### config.mk
export PLATFORM = sky130hd
export DESIGN_NAME = bht_write_scheduler
export DESIGN_NICKNAME = d
export VERILOG_FILES = /design/src/rtl/bp_pkg.sv /design/src/rtl/bht_upd_queue.sv /design/src/rtl/bht_write_scheduler.sv
export SDC_FILE = /design/constraint.sdc
export NUM_CORES = 1
export LEC_CHECK = 0
export BUFFER_PORTS_ARGS = -buffer_cell sky130_fd_sc_hd__buf_2
export CAP_MARGIN = 20
export CORE_MARGIN = 10
export CORE_UTILIZATION = 62
export DETAILED_ROUTE_END_ITERATION = 6
export PLACE_DENSITY = 0.83
export SLEW_MARGIN = 40
export SYNTH_ARGS = -nofsm -noshare
export SYNTH_HDL_FRONTEND = slang
export SYNTH_SLANG_ARGS = --single-unit
### constraint.sdc
create_clock -name CLK -period 7.45 [get_ports CLK]
set_input_delay 1.1175 -clock CLK [delete_from_list [all_inputs] [get_ports CLK]]
set_output_delay 1.1175 -clock CLK [all_outputs]
set_load 0.02 [all_outputs]
### src/rtl/bp_pkg.sv
`default_nettype none
// ============================================================================
// bp_pkg - BHT entry layout, widths, counter init values and scheduler states
// Rev 1.0
// ============================================================================
package bp_pkg;

  localparam int TAG_W   = 6;
  localparam int TGT_W   = 10;
  localparam int IDX_W   = 6;
  localparam int ENTRY_W = 1 + TAG_W + TGT_W + 2;

  localparam int VALID_BIT = 18;
  localparam int TAG_MSB   = 17;
  localparam int TAG_LSB   = 12;
  localparam int TGT_MSB   = 11;
  localparam int TGT_LSB   = 2;
  localparam int CTR_MSB   = 1;
  localparam int CTR_LSB   = 0;

  localparam logic [1:0] CTR_JUMP_INIT = 2'b11;
  localparam logic [1:0] CTR_BR_INIT   = 2'b01;

  typedef enum logic [0:0] {
    IDLE  = 1'b0,
    SWEEP = 1'b1
  } state_t;

  function automatic logic [ENTRY_W-1:0] make_entry(
    input logic [TAG_W-1:0] tag,
    input logic [TGT_W-1:0] tgt,
    input logic [1:0]       ctr
  );
    logic [ENTRY_W-1:0] e;
    e                  = '0;
    e[VALID_BIT]       = 1'b1;
    e[TAG_MSB:TAG_LSB] = tag;
    e[TGT_MSB:TGT_LSB] = tgt;
    e[CTR_MSB:CTR_LSB] = ctr;
    return e;
  endfunction

endpackage
`default_nettype wire

### src/rtl/bht_upd_queue.sv
`default_nettype none
// ============================================================================
// bht_upd_queue - small compacting FIFO of deferred {idx, data} counter writes
// Rev 1.0
// ============================================================================
module bht_upd_queue #(
  parameter int QDEPTH = 2,
  parameter int IDX_W  = 6,
  parameter int DATA_W = 19
) (
  input  logic              CLK,
  input  logic              nrst,
  input  logic              clear,
  input  logic              push,
  input  logic [IDX_W-1:0]  push_idx,
  input  logic [DATA_W-1:0] push_data,
  input  logic              pop,
  input  logic              kill_en,
  input  logic [IDX_W-1:0]  kill_idx,
  output logic              head_valid,
  output logic [IDX_W-1:0]  head_idx,
  output logic [DATA_W-1:0] head_data,
  output logic              push_drop
);

  logic [QDEPTH-1:0] vld_q, vld_d;
  logic [IDX_W-1:0]  idx_q  [QDEPTH];
  logic [IDX_W-1:0]  idx_d  [QDEPTH];
  logic [DATA_W-1:0] data_q [QDEPTH];
  logic [DATA_W-1:0] data_d [QDEPTH];

  // Survivors of pop/kill are packed toward slot 0 so order is preserved,
  // then the new entry lands in the first free slot.
  always_comb begin
    int kc;
    vld_d     = '0;
    push_drop = 1'b0;
    kc        = 0;
    for (int i = 0; i < QDEPTH; i++) begin
      idx_d[i]  = '0;
      data_d[i] = '0;
    end
    for (int i = 0; i < QDEPTH; i++) begin
      if (vld_q[i] && !(kill_en && (idx_q[i] == kill_idx)) && !(pop && (i == 0))) begin
        vld_d[kc]  = 1'b1;
        idx_d[kc]  = idx_q[i];
        data_d[kc] = data_q[i];
        kc         = kc + 1;
      end
    end
    if (push) begin
      if (kc < QDEPTH) begin
        vld_d[kc]  = 1'b1;
        idx_d[kc]  = push_idx;
        data_d[kc] = push_data;
      end else begin
        push_drop = 1'b1;
      end
    end
  end

  always_ff @(posedge CLK or negedge nrst) begin
    if (!nrst) begin
      vld_q <= '0;
      for (int i = 0; i < QDEPTH; i++) begin
        idx_q[i]  <= '0;
        data_q[i] <= '0;
      end
    end else if (clear) begin
      vld_q <= '0;
    end else begin
      vld_q  <= vld_d;
      idx_q  <= idx_d;
      data_q <= data_d;
    end
  end

  assign head_valid = vld_q[0];
  assign head_idx   = idx_q[0];
  assign head_data  = data_q[0];

endmodule
`default_nettype wire

### src/rtl/bht_write_scheduler.sv
`default_nettype none
// ============================================================================
// bht_write_scheduler - arbitrates sweep/alloc/update writes onto the BHT port
// Rev 1.0
// ============================================================================
module bht_write_scheduler #(
  parameter  int SETS    = 16,
  parameter  int WAYS    = 4,
  parameter  int TAG_W   = 6,
  parameter  int TGT_W   = 10,
  parameter  int QDEPTH  = 2,
  localparam int SET_W   = $clog2(SETS),
  localparam int WAY_W   = $clog2(WAYS),
  localparam int IDX_W   = SET_W + WAY_W,
  localparam int ENTRY_W = 1 + TAG_W + TGT_W + 2
) (
  input  logic               CLK,
  input  logic               nrst,
  input  logic               alloc_valid,
  input  logic [SET_W-1:0]   alloc_set,
  input  logic [TAG_W-1:0]   alloc_tag,
  input  logic [TGT_W-1:0]   alloc_target,
  input  logic               alloc_is_jump,
  input  logic               upd_valid,
  input  logic [IDX_W-1:0]   upd_idx,
  input  logic [ENTRY_W-1:0] upd_entry,
  input  logic               upd_taken,
  input  logic               inv_req,
  output logic               wr_en,
  output logic [IDX_W-1:0]   wr_idx,
  output logic [ENTRY_W-1:0] wr_data,
  output logic [WAY_W-1:0]   alloc_way,
  output logic               upd_drop,
  output logic               busy
);
  import bp_pkg::*;

  state_t             state, next_state;
  logic [IDX_W-1:0]   sweep_cnt;
  logic [WAY_W-1:0]   ptr [SETS];

  logic               sweep_start, sweep_win, alloc_win, head_win;
  logic               upd_live, upd_kill, upd_direct, upd_push, drop_next;
  logic [1:0]         cur_ctr, new_ctr;
  logic [IDX_W-1:0]   alloc_idx, q_head_idx;
  logic [ENTRY_W-1:0] alloc_data, upd_data, q_head_data;
  logic               q_head_valid, q_push_drop;

  always_ff @(posedge CLK or negedge nrst) begin
    if (!nrst) state <= IDLE;
    else       state <= next_state;
  end

  always_comb begin
    next_state = state;
    case (state)
      IDLE:    if (inv_req) next_state = SWEEP;
      SWEEP:   if (sweep_cnt == '1) next_state = IDLE;
      default: next_state = IDLE;
    endcase
  end

  always_comb begin
    cur_ctr  = upd_entry[CTR_MSB:CTR_LSB];
    if (upd_taken) begin
      upd_live = upd_valid && (cur_ctr != 2'b11);
      new_ctr  = cur_ctr + 2'b01;
    end else begin
      upd_live = upd_valid && (cur_ctr != 2'b00);
      new_ctr  = cur_ctr - 2'b01;
    end
    upd_data                   = upd_entry;
    upd_data[CTR_MSB:CTR_LSB]  = new_ctr;

    // The first sweep write is issued in the same cycle inv_req is seen.
    sweep_start = (state == IDLE) && inv_req;
    sweep_win   = (state == SWEEP) || sweep_start;
    alloc_win   = !sweep_win && alloc_valid;
    alloc_idx   = {alloc_set, ptr[alloc_set]};
    alloc_data  = make_entry(alloc_tag, alloc_target,
                             alloc_is_jump ? CTR_JUMP_INIT : CTR_BR_INIT);
    head_win    = !sweep_win && !alloc_win && q_head_valid;
    upd_kill    = alloc_win && (upd_idx == alloc_idx);
    upd_direct  = !sweep_win && !alloc_valid && !q_head_valid && upd_live;
    upd_push    = !sweep_win && upd_live && !upd_kill && !upd_direct;
  end

  assign drop_next = (sweep_win && upd_valid) || q_push_drop;

  bht_upd_queue #(
    .QDEPTH (QDEPTH),
    .IDX_W  (IDX_W),
    .DATA_W (ENTRY_W)
  ) u_queue (
    .CLK        (CLK),
    .nrst       (nrst),
    .clear      (sweep_win),
    .push       (upd_push),
    .push_idx   (upd_idx),
    .push_data  (upd_data),
    .pop        (head_win),
    .kill_en    (alloc_win),
    .kill_idx   (alloc_idx),
    .head_valid (q_head_valid),
    .head_idx   (q_head_idx),
    .head_data  (q_head_data),
    .push_drop  (q_push_drop)
  );

  always_ff @(posedge CLK or negedge nrst) begin
    if (!nrst) begin
      for (int s = 0; s < SETS; s++) ptr[s] <= '0;
    end else if (sweep_start) begin
      for (int s = 0; s < SETS; s++) ptr[s] <= '0;
    end else if (alloc_win) begin
      ptr[alloc_set] <= ptr[alloc_set] + 1'b1;
    end
  end

  always_ff @(posedge CLK or negedge nrst) begin
    if (!nrst) begin
      wr_en     <= 1'b0;
      wr_idx    <= '0;
      wr_data   <= '0;
      alloc_way <= '0;
      upd_drop  <= 1'b0;
      busy      <= 1'b0;
      sweep_cnt <= '0;
    end else begin
      wr_en    <= sweep_win | alloc_win | head_win | upd_direct;
      upd_drop <= drop_next;
      busy     <= sweep_win;
      if (sweep_win) begin
        sweep_cnt <= sweep_cnt + 1'b1;
        wr_idx    <= sweep_cnt;
        wr_data   <= '0;
      end else if (alloc_win) begin
        wr_idx    <= alloc_idx;
        wr_data   <= alloc_data;
        alloc_way <= ptr[alloc_set];
      end else if (head_win) begin
        wr_idx    <= q_head_idx;
        wr_data   <= q_head_data;
      end else if (upd_direct) begin
        wr_idx    <= upd_idx;
        wr_data   <= upd_data;
      end
    end
  end

endmodule
`default_nettype wire

==> results.txt <==
----------------------------------------------------
[Logic synthesis]
  Synth Warn # ... 0
  Post-synth top area share ... approximately half
  Number of different library cells in the post-synthesis netlist ... 49
  Top flip-flop cell by instance count after synthesis ... sky130_fd_sc_hd__dfrtp_1
  Post-synth EDFFs ... 0
  Syn Std Cell Area ... between 0.006 and 0.007 sq mm
  Mapped Cells ... 566
  Proportion of synthesized chip area in sequential cells ... around half
  Share of synthesized registers carrying an async set or reset ... 100%
  Cell accounting for the most synthesized area ... sky130_fd_sc_hd__dfrtp_1
  Register bit total from synthesis ... around 120
  Syn Area/Cell ... 10.7 sq um
  Synthesized netlist net count ... approximately 620
  Top cells by area, synth ... sky130_fd_sc_hd__dfrtp_1 (50%), sky130_fd_sc_hd__mux2i_1 (5.8%), sky130_fd_sc_hd__a221o_1 (4.0%)

[Floorplanning]
  Core Area ... about 0.0094 sq mm
  I/O pin count ... just over 80
  Full die area ... between 0.01 and 0.015 sq mm
  Number of rows in the core area ... 35
  Height of the die ... 119 um
  Effective utilization at floorplan ... about 64%
  Die X-Extent ... about 120 um

[Setup path]
  Delay contributed by the slowest stage of the critical path ... between 0.7 and 0.8 ns
  Nature of the critical path endpoint ... register
  Kind of critical path ... in2reg
  Slowest cell on crit path ... sky130_fd_sc_hd__mux4_2
  Number of buffer and inverter instances along the worst setup path ... 3
  Critical path fanouts, max ... 25
  Crit path top cell by count ... sky130_fd_sc_hd__inv_1
  Critical Path AT ... around 5.5 ns
  Ordered cell list for the critical path ... buf_2, mux4_1, mux4_2, xor2_1, nor4_4, a211o_4, inv_1, ha_1, inv_1, and3_1, o21a_2, o21ai_4, a221o_1
  Family of cells with the greatest summed delay on the critical path ... compound AO/OA/AOI/OAI gates
  Data required time of the worst path ... a little under 8 ns
  Element type at the critical path start ... input pin

[STA]
  Post-Route Hold Slack ... between 0.4 and 0.5 ns
  Post-Route Setup TNS ... 0 ns
  RSZ-0062 raised after global routing ... no
  Hold violation count in the final report ... 0
  Pins Over Slew Limit ... 0
  Max Fclk ... 195 MHz
  Largest clock skew in the final design ... approximately 0.0086 ns
  Setup violation total in the final timing report ... 0
  Final critical delay including setup and external delays ... 5.14 ns
  Slew at the pin closest to its max-slew limit ... roughly 0.8 ns
  Worst-case setup margin in the final layout ... ~2.3 ns
  Final critical-path share of the clock period ... 69.0%
  Headroom to the max-slew limit ... 43.6%

[Pwr]
  Sequential Power Share ... 43.2%
  Power consumption ... ~1.8 mW
  Clock share of power ... between 40 and 50%
  Reported leakage power ... around 3.2 nW
  Cell-internal power ... between 1 and 1.5 mW
  Maximum resistive drop on vdd ... 0.000174 V
  Net switching power of the design ... 534 uW
  Switching Fraction ... 29.1%
  Logic pwr share ... between 10 and 15%
  PwrDens ... 261 mW/mm^2

[Cells and area]
  Final design instance area without fill ... around 0.0071 sq mm
  Diode insertion count for antenna repair ... 0
  Most frequent cells in the layout ... sky130_fd_sc_hd__dfrtp_1 (121), sky130_fd_sc_hd__buf_2 (79), sky130_fd_sc_hd__nand2_1 (62)
  Final net count ... roughly 690
  Commonest non-fill, non-tap cell in the layout ... sky130_fd_sc_hd__dfrtp_1
  Share of final-layout standard cells stronger than drive strength 1 ... between 20% and 30%
  Area Growth Syn to Fin ... 16.8%

[Clock network]
  Buffer cell driving the clock tree root ... sky130_fd_sc_hd__clkbuf_8
  Count of hold buffers inserted by post-cts repair ... 0
  CTS clock-pin slew for the worst setup and hold paths ... roughly 0.06 ns
  Clock latency on the worst-skew pair ... roughly 0.52 ns
  Depth of the CTS H-tree ... 4
  Number of cells upsized or downsized after cts ... 0
  CTS tree ... done
  Post CTS Setup Buffer Count ... 0
  Number of clock sinks ... around 120
  Number of buffers on the longest clock path ... 2
  Number of clock buffers inserted by TritonCTS ... 17

[Detailed routing]
  Average wire per standard cell ... between 20 and 25 um
  Routed via count ... 4835
  Iteration count of the initial detailed-routing pass ... 5
  Routed Wire Length ... between 15 and 20 mm
  Number of DRC markers after the initial detailed-route iteration ... 480
  DRC errors left ... 0
  Count of nets left with antenna violations after detail routing ... 0
  Ratio of routed vias to standard cells ... between 6 and 7

[Placement]
  Total of buffers placed on input and output ports ... between 80 and 90
  Global placement routability congestion ... 0.906
  Worst Setup Slack post-DPL ... 1.62 ns
  HPWL Detailed ... between 10 and 15 mm
  Placed Instance Area ... between 0.006 and 0.007 sq mm

[Global routing]
  Number of antenna violations at the first check in global routing ... 0
  First-pass GRT wire length ... 26.0 mm
  Maximum number of pins on one net before global-route repair ... between 60 and 70
  Global route total overflow ... 0
  Via count of the first global-routing pass ... approximately 5000
  Overall global routing resource usage ... between 20 and 25%

[Hold path]
  HP Class ... reg2reg

[Job]
  Number of max-cap violations ... 0

[Run status]
  Status ... finished clean

----------------------------------------------------
final timing paths:
path,startpoint,end,slack [ns],cells past startpoint
setup / recovery,alloc_set[2],u_queue.head_data[15],2.31,13
hold / removal,wr_data[5],wr_data[5],0.47,2
setup reg to reg,ptr[0],u_queue.head_data[15],3.07,12
hold reg to reg,wr_data[5],wr_data[5],0.47,2
min in group asynchronous,nrst,wr_en,0.66,1
max in group asynchronous,nrst,u_queue.idx_q[2],5.78,2
synth_stat cells, types with 2 or more instances:
library cell                 n
sky130_fd_sc_hd__dfrtp_1   121
sky130_fd_sc_hd__nand2_1    62
sky130_fd_sc_hd__o21ai_0    39
sky130_fd_sc_hd__mux2i_1    35
sky130_fd_sc_hd__nor2_1     34
sky130_fd_sc_hd__a21oi_1    29
sky130_fd_sc_hd__clkbuf_1   28
sky130_fd_sc_hd__nand3_1    27
sky130_fd_sc_hd__a22o_1     25
sky130_fd_sc_hd__a221o_1    24
sky130_fd_sc_hd__and2_1     24
sky130_fd_sc_hd__o31ai_1    17
sky130_fd_sc_hd__xnor2_1    13
sky130_fd_sc_hd__xor2_1     12
sky130_fd_sc_hd__and3_1      5
sky130_fd_sc_hd__buf_1       5
sky130_fd_sc_hd__buf_6       5
sky130_fd_sc_hd__inv_1       5
sky130_fd_sc_hd__mux4_2      5
sky130_fd_sc_hd__nor3_1      5
sky130_fd_sc_hd__ha_1        4
sky130_fd_sc_hd__mux4_1      4
sky130_fd_sc_hd__nand3b_1    3
sky130_fd_sc_hd__nor3b_1     3
sky130_fd_sc_hd__a311oi_1    2
sky130_fd_sc_hd__buf_2       2
sky130_fd_sc_hd__buf_4       2
sky130_fd_sc_hd__mux2_2      2
sky130_fd_sc_hd__nand4_1     2
sky130_fd_sc_hd__nor2b_1     2
sky130_fd_sc_hd__or3_1       2
cell type report:
| cell class | count | area (sq um) |
|---|---|---|
| Timing Repair Buffer | 88 | 470 |
| Multi-Input combinational cell | 396 | 2800 |
| Inverter | 7 | 28.8 |
| Sequential cell | 121 | 3030 |
| Tap cell | 129 | 161 |
| Clock buffer | 18 | 428 |
| Clock inverter | 14 | 138 |
| Fill cell | 632 | 2320 |
power by group through the flow:
stage	sequential, mW	combinational (mW)	clock [mW]
after floorplan	0.812	0.151	0
after global placement	0.795	0.253	0
after detailed placement	0.801	0.264	0
after CTS	0.792	0.267	0.786
after global routing	0.801	0.293	0.816
final	0.794	0.265	0.779
kinds of logic (layout without fill, tap and decap cells):
logic type,count (synthesis),after routing,share of synthesized area [%]
adder cells (fa/ha/maj),4,4,0.829
AO/OA/AOI/OAI,146,146,17.5
multiplexers,46,46,9.78
XOR/XNOR,26,26,3.90
flip-flops,121,121,50.1
AND/OR/NAND/NOR,174,174,13.9
buffers and inverters,49,127,3.87
tightest hold or removal path: stages (launching register included):
cell and delay (ns):
sky130_fd_sc_hd__dfrtp_1 0.34, sky130_fd_sc_hd__nand2_1 0.05, sky130_fd_sc_hd__o31ai_1 0.05
per-layer routing:
metal  share of wire [%]  wire length, um  vias up  track usage [%]
met3                 8.0             1280       23             5.66
li1                    -                -     2191                -
met4                 1.7              267        0             8.47
met2                  48             7590      223             35.2
met1                  43             6750     2398             29.1
met5                   0                0        -                0
registers in the layout (all words and copies together), names as in the netlist:
register / cells
wr_data: 19
busy: 1
upd_drop: 1
u_queue.vld_q: 2
u_queue.idx_q: 6
wr_en: 1
ptr: 32
u_queue.data_q: 19
u_queue.head_data: 19
alloc_way: 2
wr_idx: 6
u_queue.head_idx: 6
state: 1
sweep_cnt: 6
stage by stage:
| step | util, % | cells |
|---|---|---|
| detailed placement | 69.1 | 741 |
| global route | 75.2 | 773 |
| finish | 75.2 | 773 |
| floorplan | - | 566 |
| CTS | 75.2 | 773 |
| global placement | 68.7 | 739 |
Note: power is estimated with default switching activity, not from simulation.
